[src/rtl/prog_clkdiv.sv]
// prog_clkdiv: multi-channel programmable tick / square-wave divider.
//
// Each channel counts system clocks up to its divisor and emits a one-cycle tick
// per period. In square mode it also drives a square wave. New divisor and mode
// values are held in a shadow register and only take effect at the channel's
// terminal count, or at a synchronous restart. This keeps the outputs free of
// glitches.
//
// Ports
//   clk        system clock, rising edge
//   rst        asynchronous active-high reset
//   en         per-channel count enable
//   sync       synchronous restart of all channels (applies pending shadows)
//   cfg_valid  config write request
//   cfg_ready  write can be accepted (low while the target channel has a pending write)
//   cfg_ch     target channel
//   cfg_div    new divisor (1..2**W-1)
//   cfg_mode   0 = tick mode, 1 = square mode
//   cfg_err    one-cycle pulse on a rejected write (zero divisor or bad channel)
//   tick       per-channel one-cycle pulse, once per period
//   sq         per-channel square wave (square mode only, else 0)
module prog_clkdiv #(
  parameter int unsigned NCH     = 4,
  parameter int unsigned W       = 26,
  parameter int unsigned DEF_DIV = 25000000,
  localparam int unsigned CW     = (NCH > 1) ? $clog2(NCH) : 1
) (
  input  logic           clk,
  input  logic           rst,
  input  logic [NCH-1:0] en,
  input  logic           sync,
  input  logic           cfg_valid,
  output logic           cfg_ready,
  input  logic [CW-1:0]  cfg_ch,
  input  logic [W-1:0]   cfg_div,
  input  logic           cfg_mode,
  output logic           cfg_err,
  output logic [NCH-1:0] tick,
  output logic [NCH-1:0] sq
);

  logic [NCH-1:0][W-1:0] cnt_q, cnt_d;
  logic [NCH-1:0][W-1:0] div_q, div_d;
  logic [NCH-1:0][W-1:0] shd_div_q, shd_div_d;
  logic [NCH-1:0]        mode_q, mode_d;
  logic [NCH-1:0]        shd_mode_q, shd_mode_d;
  logic [NCH-1:0]        pend_q, pend_d;
  logic [NCH-1:0]        tick_q, tick_d;
  logic [NCH-1:0]        sq_q, sq_d;
  logic                  cfg_err_q, cfg_err_d;

  logic [31:0] ch_ext;
  logic        ch_ok;
  logic        div_ok;
  logic        wr_ok;

  // Config handshake. An out-of-range channel has no pending bit, so it is always
  // ready and gets accepted, then flagged as an error.
  always_comb begin
    ch_ext    = 32'(cfg_ch);
    ch_ok     = (ch_ext < NCH);
    div_ok    = (cfg_div != '0);
    cfg_ready = 1'b1;
    for (int unsigned i = 0; i < NCH; i++) begin
      if (ch_ext == i && pend_q[i]) cfg_ready = 1'b0;
    end
    wr_ok     = cfg_valid && cfg_ready && ch_ok && div_ok;
    cfg_err_d = cfg_valid && cfg_ready && !(ch_ok && div_ok);
  end

  // Per-channel counter, output and shadow-apply logic.
  always_comb begin
    logic         tc;
    logic [W-1:0] half_m1;
    logic         apply;
    for (int unsigned i = 0; i < NCH; i++) begin
      cnt_d[i]      = cnt_q[i];
      div_d[i]      = div_q[i];
      mode_d[i]     = mode_q[i];
      shd_div_d[i]  = shd_div_q[i];
      shd_mode_d[i] = shd_mode_q[i];
      pend_d[i]     = pend_q[i];
      tick_d[i]     = 1'b0;
      sq_d[i]       = sq_q[i];

      tc      = (cnt_q[i] == div_q[i] - W'(1));
      // For div==1, half-1 wraps to all-ones. It is never reached because tc wins every cycle.
      half_m1 = (div_q[i] >> 1) - W'(1);
      apply   = 1'b0;

      if (sync) begin
        cnt_d[i] = '0;
        sq_d[i]  = 1'b0;
        apply    = pend_q[i];
      end else if (en[i]) begin
        if (tc) begin
          cnt_d[i]  = '0;
          tick_d[i] = 1'b1;
          sq_d[i]   = 1'b0;
          apply     = pend_q[i];
        end else begin
          cnt_d[i] = cnt_q[i] + W'(1);
          if (mode_q[i] && cnt_q[i] == half_m1) sq_d[i] = 1'b1;
        end
      end else if (pend_q[i]) begin
        // A disabled channel has no terminal count to wait for. Apply now and
        // restart the count so it stays below the new divisor.
        cnt_d[i] = '0;
        sq_d[i]  = 1'b0;
        apply    = 1'b1;
      end

      if (apply) begin
        div_d[i]  = shd_div_q[i];
        mode_d[i] = shd_mode_q[i];
        pend_d[i] = 1'b0;
      end

      // A channel is never pending when it accepts, so this cannot collide with apply.
      if (wr_ok && ch_ext == i) begin
        shd_div_d[i]  = cfg_div;
        shd_mode_d[i] = cfg_mode;
        pend_d[i]     = 1'b1;
      end
    end
  end

  always_ff @(posedge clk or posedge rst) begin
    if (rst) begin
      cnt_q      <= '0;
      div_q      <= {NCH{W'(DEF_DIV)}};
      shd_div_q  <= {NCH{W'(DEF_DIV)}};
      mode_q     <= '0;
      shd_mode_q <= '0;
      pend_q     <= '0;
      tick_q     <= '0;
      sq_q       <= '0;
      cfg_err_q  <= 1'b0;
    end else begin
      cnt_q      <= cnt_d;
      div_q      <= div_d;
      shd_div_q  <= shd_div_d;
      mode_q     <= mode_d;
      shd_mode_q <= shd_mode_d;
      pend_q     <= pend_d;
      tick_q     <= tick_d;
      sq_q       <= sq_d;
      cfg_err_q  <= cfg_err_d;
    end
  end

  assign tick    = tick_q;
  assign sq      = sq_q;
  assign cfg_err = cfg_err_q;

endmodule

[config.mk]
export PLATFORM = sky130hd
export DESIGN_NAME = prog_clkdiv
export DESIGN_NICKNAME = d
export VERILOG_FILES = /design/src/rtl/prog_clkdiv.sv
export SDC_FILE = /design/constraint.sdc
export NUM_CORES = 1
export LEC_CHECK = 0
export CAP_MARGIN = 15
export CORE_UTILIZATION = 60
export CTS_BUF_LIST = sky130_fd_sc_hd__clkbuf_8
export DETAILED_ROUTE_END_ITERATION = 10
export HOLD_SLACK_MARGIN = 0.1
export PLACE_DENSITY = 0.77
export SLEW_MARGIN = 20
export SYNTH_ARGS = -nofsm -noshare
export SYNTH_HDL_FRONTEND = slang
export SYNTH_SLANG_ARGS = --single-unit
export TNS_END_PERCENT = 10
[constraint.sdc]
create_clock -name clk -period 21.4 [get_ports clk]
set_clock_uncertainty 0.2 [all_clocks]
set_input_delay 2.14 -clock clk [delete_from_list [all_inputs] [get_ports clk]]
set_output_delay 2.14 -clock clk [all_outputs]
set_load 0.01 [all_outputs]
# == Word level (Yosys, flattened, before mapping) ==
# Index checks and enable logic that the tools add are counted.
# word_totals
in_bits,37
register_bits,333
out_inout_bits,10
wordCells,164
# classes
reduce_logical,31
eq_ne,15
add_sub_neg,12
mux,76
# op_table
cell,count
two-way mux 26 bit,16
equality test 26 bit,8
"adder 26 x 1 -> 26 bit, second input constant",4
"subtractor 25 x 1 -> 26 bit, second input constant",4
"subtractor 26 x 1 -> 26 bit, second input constant",4
two-way mux 1 bit,60
zero test 32 bit,1
nonzero test 26 bit,1
"!= test 4 x 1 -> 1 bit, second input constant",4
logical AND 1 bit,15
nonzero test 3 bit,4
AND reduction 2 bit,4
nonzero test 2 bit,4
"equality test 2 bit, second input constant",2
"equality test 2 x 1 -> 1 bit, second input constant",1
zero test 2 bit,1
zero test 1 bit,1

# == Longest topological paths before layout ==
# Gate-level depths: netlist (run 1).
# logic_depth
word_depth,10
ltp_mapped,14
depth_no_buf,10

# == Worst setup path before layout (run 1) ==
# No wires, ideal clock.
# synth_timing
path_type,input port to output port
from,input port cfg_ch[0]
to,output port cfg_ready
arrival_time_ps,2728
setup_slack_ps,16332
path_buffers,0
t_required_ps,19060
cell_stages,2
cell_sequence,mux4_2 > inv_1
# synth_between
elab_chain_len,6
word_cells_on_any_way,12
classes_between,eq/ne: 3; mux: 4; reduce/logical: 5
# synth_rtl
element,line_no,text
"start, declared",34,"input logic [CW-1:0] cfg_ch,"
zero test 2 bit,65,if (ch_ext == i && pend_q[i]) cfg_ready = 1'b0;
logical AND 1 bit,65,
two-way mux 1 bit (3 in series),65,
two-way mux 1 bit (*),65,
"end, declared",33,"output logic cfg_ready,"
# Mark *: on every way between the ends. The rest lies on a longest branch, timed or not.

# == Worst setup path in the final report (run 1) ==
# Same ends and word-level chain as after synthesis.

==> reports/metrics.yaml, run 1 <==
preCtsSetupSlack_ns: 15.12
n_antenna_cell: 0
startpoint_type: "input port"
yosys_warnings: 0
cpMaxStageDelayCell: "clkdlybuf4s50_1"
ys_seq_area_frac: 0.405
n_fill_cell: 2677
drt_pass1_iterations: 5
finalHoldViolations: 0
crit_type: "input port to primary output"
async_flop_share: 1.00
ys_ff_latch: 333
die_area_mm2: 0.0356
worstSkewPairLatency_ns: 0.62
post_dp_cell_area_mm2: 0.0213
synth_edf_count: 0
timing.critical_path.cells: "clkdlybuf4s50_1, mux4_2, inv_1, clkdlybuf4s50_1"
maxSlewHeadroom: 0.279
post_drt_wl_per_cell_um: 19.5
drt-initial-drc-count: 1308
worstMarginPinSlew_ns: 1.07
pwr_density_cell_mw_per_mm2: 111
drc: 0
cts_root_buffer: "clkbuf_8"
crit_buf_inv: 3
syn_to_final_growth_pct: 7.64
postCtsSetupRepairBufs: 0
drive_gt1_frac: 0.195
fin_area_mm2: 0.0225
viasPerCell: 6.17
nets: 2099
leakagePower_nw: 9.10
finalCriticalPeriod_ns: 6.30
synth_cell_type_count: 90
worst-path-max-fanout: 5
gp_congestion: 0.926
synth.top_cells.by_count: "237 x dfrtp_1, 196 x nor2_1, 176 x xnor2_1"
core_mm2: 0.0339
vias: 15700
finalCritPeriodShare: 0.295
yosysMostFrequentCell: "dfrtp_1"
critical_path.top_delay_family: "buffers and inverters"
cap_violations: 0
tns_ns: 0
grt_max_degree: 106
cp_data_arrival_time_ns: 3.96
htreeDepth: 2
gr-total-overflow: 0
status: "completed"
synth_flop_cell: "dfrtp_1"
cpMostUsedCell: "clkdlybuf4s50_1"
antenna_found_initial: 0
syn_area_mm2: 0.0209
final_antenna_net_count: 0
cts_hold_buffers: 0
synth_area_leader_cell: "dfrtp_1"
hold_class: "flop to flop"
gr-usage-all-layers: 0.286
synth_area_per_cell_um2: 9.98
grt_pass1_vias: 15400
cts_resized: 0
synth_top_area_frac: 0.284
initial_core_util: 0.617
fp.dieH_um: 189
die_w_um: 189
setup_ws_ns: 15.10
slowest_delay_ns: 0.64
grt_pass1_wl_um: 81900
end_kind: "primary output"
rsz0062_at_grt: "no"
final_max_slew_viol_count: 0
max-vdd-ir-drop_mv: 0.0489
ctsLongestPathBuffers: 3
io_buffers: 46
path_clk_slew_ns: 0.06
syn-num-nets: 2143
fmax_ghz: 0.159
cts_tree: "yes"
wirelength_um: 49600
dp_hpwl_um: 35200
synth_area_leaders: "dfrtp_1 28%, dfstp_2 12%, xnor2_1 7.4%"
crit_required_ns: 19.06
rows: 67
hold_slack_ns: 0.287
cts_sinks: 333
cts_buffers: 54
netlist_instances: 2094
io_pins: 47
setup_violations: 0
==> report_power, final <==
part	switching, mW	total (mW)	internal, mW
Combinational	0.398	0.822	0.424
Clock	0.258	0.572	0.313
Sequential	0.277	1.10	0.819
==> registers in the layout, indices dropped and copies added, names as in the netlist <==
name        count
sq              4
shd_mode_q      4
tick            4
pend_q          4
cfg_err         1
div_q         104
mode_q          4
cnt_q         104
shd_div_q     104
==> final cells by class <==
type / count / area (um^2) / area share
sequential: 333 / 8450 / 0.376
clock buffer: 66 / 908 / 0.0404
tap: 448 / 561 / 0.0249
clock inverter: 35 / 218 / 0.00968
timing repair buffer: 61 / 577 / 0.0257
multi-input combinational: 1556 / 11600 / 0.516
inverter: 44 / 173 / 0.00768
==> cell usage in the layout (no fill, tap or decap), types with 18 or more instances in the layout <==
| cell | n |
|---|---|
| xor2_1 | 160 |
| mux2_4 | 58 |
| a21oi_1 | 36 |
| nor4_1 | 54 |
| o21ai_0 | 45 |
| nand2_1 | 100 |
| nand2b_1 | 24 |
| xnor2_1 | 176 |
| nor2_1 | 196 |
| or3_1 | 20 |
| and3_1 | 23 |
| clkbuf_8 | 66 |
| mux2_1 | 36 |
| inv_1 | 71 |
| nand4_1 | 46 |
| clkdlybuf4s50_1 | 46 |
| nor2b_1 | 23 |
| nor3_1 | 52 |
| dfstp_2 | 96 |
| a31oi_1 | 18 |
| mux2i_1 | 19 |
| nand3_1 | 90 |
| dfrtp_1 | 237 |
| or4_1 | 19 |
| mux2_2 | 130 |
==> final timing paths <==
check | startpoint | endpoint | slack, ns | cells past startpoint
setup / recovery | cfg_ch[0] | cfg_ready | 15.10 | 4
hold / removal | shd_div_q[85] | div_q[85] | 0.29 | 1
setup reg to reg | div_q[27] | sq[1] | 16.84 | 10
hold reg to reg | shd_div_q[85] | div_q[85] | 0.29 | 1
max in group asynchronous | rst | shd_div_q[78] | 16.99 | 4
min in group asynchronous | rst | cnt_q[34] | 1.86 | 2
==> per-layer routing <==
metal / share of wire / wire, um / GRT usage
met1: 0.46 / 22600 / 0.400
met2: 0.47 / 23200 / 0.463
met3: 0.049 / 2430 / 0.0369
met4: 0.027 / 1350 / 0.0931
met5: 0 / 0 / 0
==> worst reg2reg max path: cells and delay by family, from the launching register on <==
kind,cells,cell delay (ns)
AO/OA/AOI/OAI,3,0.93
adder cells (fa/ha/maj),1,0.21
buffers and inverters,1,0.12
flip-flops,1,0.45
AND/OR/NAND/NOR,5,2.51
==> stage by stage <==
| step | instances | power [mW] | util |
|---|---|---|---|
| after floorplan | 2094 | 1.70 | - |
| after global placement | 2442 | 1.87 | 0.630 |
| after detailed placement | 2442 | 1.90 | 0.630 |
| after CTS | 2543 | 2.49 | 0.664 |
| after global routing | 2543 | 2.64 | 0.664 |
| final | 2543 | 2.49 | 0.664 |
==> logic make-up after synthesis <==
kind of cell / after synthesis / synth area share
and+or+nand+nor: 742 / 0.190
AOI/OAI and AO/OA: 220 / 0.0726
adders and majority gates: 12 / 0.00719
muxes: 244 / 0.141
DFF: 333 / 0.405
xor gates and xnor gates: 338 / 0.143
buffers and inverters: 205 / 0.0407
Note: power is estimated with default switching activity, not from simulation.
==> run 2: changes to the inputs <==
--- a/config.mk
+++ b/config.mk
@@ -6,11 +6,11 @@
 export NUM_CORES = 1
 export LEC_CHECK = 0
 export CAP_MARGIN = 15
-export CORE_UTILIZATION = 60
+export CORE_UTILIZATION = 59
 export CTS_BUF_LIST = sky130_fd_sc_hd__clkbuf_8
 export DETAILED_ROUTE_END_ITERATION = 10
 export HOLD_SLACK_MARGIN = 0.1
-export PLACE_DENSITY = 0.77
+export PLACE_DENSITY = 0.79
 export SLEW_MARGIN = 20
 export SYNTH_ARGS = -nofsm -noshare
 export SYNTH_HDL_FRONTEND = slang
==> constraint.sdc (replaced) <==
create_clock -name clk -period 5.7 [get_ports clk]
set_clock_uncertainty 0.2 [all_clocks]
set_input_delay 0.57 -clock clk [delete_from_list [all_inputs] [get_ports clk]]
set_output_delay 0.57 -clock clk [all_outputs]
set_load 0.01 [all_outputs]
==> reports/metrics.yaml, run 2 (synthesis results as in run 1) <==
finalHoldViolations: 0  # unchanged
drc: 0  # unchanged
cts_buffers: 54  # unchanged
post_drt_wl_per_cell_um: 19.8  # was 19.5 um
crit_type: "flop to flop"  # was input port to primary output
cts_resized: 0  # unchanged
viasPerCell: 6.13  # was 6.17
pwr_density_cell_mw_per_mm2: 420  # was 111 mW/mm^2
end_kind: "flop"  # was primary output
n_antenna_cell: 0  # unchanged
finalCritPeriodShare: 0.752
drt-initial-drc-count: 1218  # was 1,308
setup_ws_ns: 1.41  # was 15.10 ns
postCtsSetupRepairBufs: 0  # unchanged
cts_tree: "yes"  # unchanged
cts_root_buffer: "clkbuf_8"  # unchanged
initial_core_util: 0.602  # was 0.617
startpoint_type: "flop"  # was input port
worst-path-max-fanout: 27  # was 5
max-vdd-ir-drop_mv: 0.209  # was 0.0489 mV
grt_pass1_wl_um: 83400  # was 81,900 um
rr_worst_depth: 9  # was 10
final_cell_mix: "237 x dfrtp_1, 196 x nor2_1, 176 x xnor2_1"  # unchanged
rsz0062_at_grt: "no"  # unchanged
top_regs: "cnt_q x104, div_q x104, shd_div_q x104"  # unchanged
reg2reg_slack_ns: 1.41  # was 16.84 ns
cp_data_arrival_time_ns: 4.60  # was 3.96 ns
tns_ns: 0  # unchanged
nets: 2103  # was 2,099
final_max_slew_viol_count: 0  # unchanged
post_dp_cell_area_mm2: 0.0214  # was 0.0213 mm^2
fp.dieH_um: 190  # was 189 um
cpMostUsedCell: "or4_1"  # was clkdlybuf4s50_1
preCtsSetupSlack_ns: 1.50  # was 15.12 ns
rows: 68  # was 67
drt_pass1_iterations: 5  # unchanged
wirelength_um: 50500  # was 49,600 um
leakagePower_nw: 9.13  # was 9.10 nW
grt_max_degree: 155  # was 106
final_antenna_net_count: 0  # unchanged
path_clk_slew_ns: 0.06  # about the same
timing.critical_path.cells: "or4_1, or4_1, o211a_1, o22ai_1, a2111oi_2, a21oi_1, nand2b_1, buf_4, mux2_1"  # was clkdlybuf4s50_1, mux4_2, inv_1, clkdlybuf4s50_1
htreeDepth: 2  # unchanged
finalCriticalPeriod_ns: 4.29
fin_area_mm2: 0.0226  # was 0.0225 mm^2
antenna_found_initial: 0  # unchanged
cts_sinks: 333  # unchanged
final_common_cell: "dfrtp_1"  # unchanged
gp_congestion: 0.946  # was 0.926
setup_violations: 0  # unchanged
io_buffers: 46  # unchanged
worstSkewPairLatency_ns: 0.63  # was 0.62 ns
cap_violations: 0  # unchanged
syn_to_final_growth_pct: 8.13  # was 7.64%
gr-total-overflow: 0  # unchanged
hold_class: "flop to flop"  # unchanged
slowest_delay_ns: 0.81  # was 0.64 ns
crit_required_ns: 6.01  # was 19.06 ns
grt_pass1_vias: 15400  # about the same
maxSlewHeadroom: 0.280  # was 0.279
core_mm2: 0.0347  # was 0.0339 mm^2
min_path_cells: 1  # unchanged
io_pins: 47  # unchanged
dp_hpwl_um: 35900  # was 35,200 um
drive_gt1_frac: 0.199  # was 0.195
ctsLongestPathBuffers: 3  # unchanged
status: "completed"  # unchanged
cts_hold_buffers: 0  # unchanged
vias: 15700  # about the same
cpMaxStageDelayCell: "a21oi_1"  # was clkdlybuf4s50_1
die_area_mm2: 0.0362  # was 0.0356 mm^2
worstMarginPinSlew_ns: 1.08  # was 1.07 ns
die_w_um: 190  # was 189 um
gr-usage-all-layers: 0.290  # was 0.286
fmax_ghz: 0.233
[run 2: cell types whose count changed in the layout (fill, tap and decap cells not counted)]
cell | previous run | this run
buf_6 | 1 | 0
nor4_1 | 54 | 55
inv_1 | 71 | 64
inv_8 | 1 | 0
clkinv_2 | 3 | 9
buf_4 | 14 | 17
buf_12 | 0 | 2
clkbuf_8 | 66 | 63
clkinvlp_4 | 1 | 2
bufinv_16 | 3 | 6
nor4_2 | 6 | 5
[run 2: path summary, 6_finish.rpt]
kind / from / endpoint
max: div_q[55] / mode_q[2]
min: shd_div_q[25] / div_q[25]
max reg2reg: div_q[55] / mode_q[2]
min reg2reg: shd_div_q[25] / div_q[25]
max in group asynchronous: rst / cnt_q[15]
min in group asynchronous: rst / cnt_q[79]
[run 2: final cells by class]
class	instances	area [um^2]
Clock inverter	37	312
Inverter	44	169
Sequential cell	333	8450
Multi-Input combinational cell	1556	11600
Fill cell	2811	12100
Clock buffer	63	867
Tap cell	455	569
Timing Repair Buffer	65	628
[run 2: per-layer routing]
metal,vias to the layer above,routed length [um],track usage
met3,119,2500,0.0419
met4,0,1930,0.120
met5,-,0,0
met2,475,22900,0.452
li1,7317,-,-
met1,7740,23200,0.406
[run 2: critical path, delay by kind of cell, from the launching register on]
kind            cells  cell delay, ns
simple gates        3            1.33
compound gates      4            1.31
flops               1            0.52
buf+inv             1            0.40
mux                 1            0.39
[run 2: per-stage QoR]
step	util	hold slack, ns	power [mW]	std cells
2_1_floorplan	-	0.252	6.40	2094
3_5_place_dp	0.617	0.271	7.19	2453
3_3_place_gp	0.617	0.262	7.07	2453
5_1_grt	0.651	0.310	10.1	2553
6_report	0.651	0.289	9.49	2553
4_1_cts	0.651	0.287	9.49	2553
[run 2: power by group]
part / switching, mW / leakage, nW / internal [mW] / total [mW]
registers: 1.03 / 4.07 / 3.07 / 4.10
clock network: 0.966 / 0.685 / 1.28 / 2.24
logic: 1.53 / 4.38 / 1.61 / 3.14
==> run 3: changes to the inputs <==
==> constraint.sdc (replaced) <==
create_clock -name clk -period 3.49 [get_ports clk]
set_clock_uncertainty 0.2 [all_clocks]
set_input_delay 0.349 -clock clk [delete_from_list [all_inputs] [get_ports clk]]
set_output_delay 0.349 -clock clk [all_outputs]
set_load 0.01 [all_outputs]
==> reports/metrics.yaml, run 3 (synthesis results as in run 1) <==
die_area_mm2: 0.0362  # unchanged
final_antenna_net_count: 0  # unchanged
startpoint_type: "flop"  # unchanged
finalHoldViolations: 0  # unchanged
rows: 68  # unchanged
gr-usage-all-layers: 0.306  # was 0.290
setup_violations: 0  # unchanged
antenna_found_initial: 0  # unchanged
ctsLongestPathBuffers: 3  # unchanged
cts_tree: "yes"  # unchanged
worstMarginPinSlew_ns: 0.875  # was 1.08 ns
initial_core_util: 0.602  # unchanged
reg2reg_slack_ns: 0.05  # was 1.41 ns
drive_gt1_frac: 0.277  # was 0.199
hold_end: "cfg_err"  # was div_q[25]
dp_hpwl_um: 39200  # was 35,900 um
pwr_density_cell_mw_per_mm2: 688  # was 420 mW/mm^2
vias: 16400  # was 15,700
fmax_ghz: 0.291  # was 0.233 GHz
timing.rr.end: "div_q[93]"  # was mode_q[2]
cts_root_buffer: "clkbuf_8"  # unchanged
final_cell_mix: "233 x dfrtp_1, 195 x nor2_1, 176 x xnor2_1"  # was 237 x dfrtp_1, 196 x nor2_1, 176 x xnor2_1
post_drt_wl_per_cell_um: 19.9  # was 19.8 um
finalCritPeriodShare: 0.985  # was 0.752
nets: 2283  # was 2,103
gr-total-overflow: 0  # unchanged
drt_pass1_iterations: 6  # was 5
cts_buffers: 56  # was 54
r2r_start: "div_q[78]"  # was div_q[55]
die_w_um: 190  # unchanged
drc: 0  # unchanged
grt_pass1_vias: 16500  # was 15,400
core_mm2: 0.0347  # unchanged
grt_max_degree: 56  # was 155
htreeDepth: 2  # unchanged
cp_data_arrival_time_ns: 3.75  # was 4.60 ns
hold_start: "cfg_valid"  # was shd_div_q[25]
viasPerCell: 6.00  # was 6.13
rr_worst_depth: 11  # was 9
rsz0062_at_grt: "yes"  # was no
finalCriticalPeriod_ns: 3.44  # was 4.29 ns
worst-path-max-fanout: 14  # was 27
syn_to_final_growth_pct: 17.0  # was 8.13%
leakagePower_nw: 10.2  # was 9.13 nW
crit_type: "flop to flop"  # unchanged
status: "completed"  # unchanged
io_pins: 47  # unchanged
end_kind: "flop"  # unchanged
post_dp_cell_area_mm2: 0.0229  # was 0.0214 mm^2
min_path_cells: 3  # was 1
top_regs: "cnt_q x104, div_q x104, shd_div_q x104"  # unchanged
maxSlewHeadroom: 0.415  # was 0.280
fp.dieH_um: 190  # unchanged
io_buffers: 46  # unchanged
cts_sinks: 333  # unchanged
final_max_slew_viol_count: 0  # unchanged
n_antenna_cell: 0  # unchanged
worstSkewPairLatency_ns: 0.66  # was 0.63 ns
crit_required_ns: 3.80  # was 6.01 ns
fin_area_mm2: 0.0244  # was 0.0226 mm^2
path_clk_slew_ns: 0.07  # was 0.06 ns
grt_pass1_wl_um: 87700  # was 83,400 um
gp_congestion: 0.938  # was 0.946
hold_slack_ns: 0.169  # was 0.289 ns
final_common_cell: "dfrtp_1"  # unchanged
wirelength_um: 54500  # was 50,500 um
drt-initial-drc-count: 1141  # was 1,218
tns_ns: 0  # unchanged
cap_violations: 0  # unchanged
hold_class: "input port to flop"  # was flop to flop
max-vdd-ir-drop_mv: 0.395  # was 0.209 mV
-- run 3: changes by cell type in the layout (fill, tap and decap cells not counted), moves of 3 or more --
cell      delta
dfrtp_1      -4
nor4_1       -3
buf_12      +17
nor3b_1      -3
nor3_1       -3
inv_1        -4
nor3_2       +3
buf_4      +158
dfrtp_2      +4
clkbuf_8     +8
nor4_4       +3
-- run 3: what timing repair did --
action,in CTS,in global routing
hold buffers,1,0
gates cloned,0,2
buffers inserted,0,8
setup endpoints to repair,105,179
pin swaps,0,13
endpoints found under the hold margin,11,0
resized for setup,3,36
-- run 3: final cells by class --
type / count / area (um^2)
multi-input cells: 1556 / 11800
fillers: 2554 / 10300
flip-flops and latches: 333 / 8460
repair buffers: 243 / 2210
clock buffers: 71 / 977
well taps: 455 / 569
clock inverters: 35 / 282
inverters: 44 / 169
-- run 3: report_power, final --
| group | switching [mW] | internal, mW |
|---|---|---|
| registers | 1.14 | 5.03 |
| logic | 3.40 | 3.40 |
| clock network | 1.72 | 2.14 |
-- run 3: how the worst max path moves through the flow --
stage	startpoint	end	slack (ns)
floorplan	rst	cfg_err	-1.43
global placement	div_q[79]	div_q[88]	-0.005
detailed placement	div_q[79]	div_q[93]	-0.06
CTS	div_q[79]	div_q[93]	0.0008
global route	div_q[78]	div_q[93]	-0.05
finish	div_q[78]	div_q[93]	0.05
-- run 3: per-stage QoR --
stage	worst slack (ns)	power [mW]	util	instances
finish	0.0532	16.8	0.704	2737
global route	-0.0456	17.7	0.704	2737
CTS	0.000784	16.6	0.696	2727
detailed placement	-0.0555	12.6	0.659	2620
global placement	-0.00523	12.4	0.659	2620
floorplan	-1.43	10.4	-	2094
-- run 3: routing by layer --
layer / track usage / vias to the layer above / part of all wire
met5: 0 / - / 0
met1: 0.416 / 8155 / 0.45
met3: 0.0354 / 136 / 0.042
met4: 0.141 / 0 / 0.042
li1: - / 7683 / -
met2: 0.489 / 451 / 0.47
-- run 3: worst max-delay path, stage by stage, from the launching register on --
cell	delay [ns]
dfrtp_1	0.39
inv_1	0.07
ha_2	0.17
or4bb_1	0.41
a211oi_2	0.22
o2111ai_1	0.15
or4b_4	0.53
nor4_4	0.30
a31oi_2	0.14
nand2b_4	0.20
buf_12	0.17
mux2_1	0.34
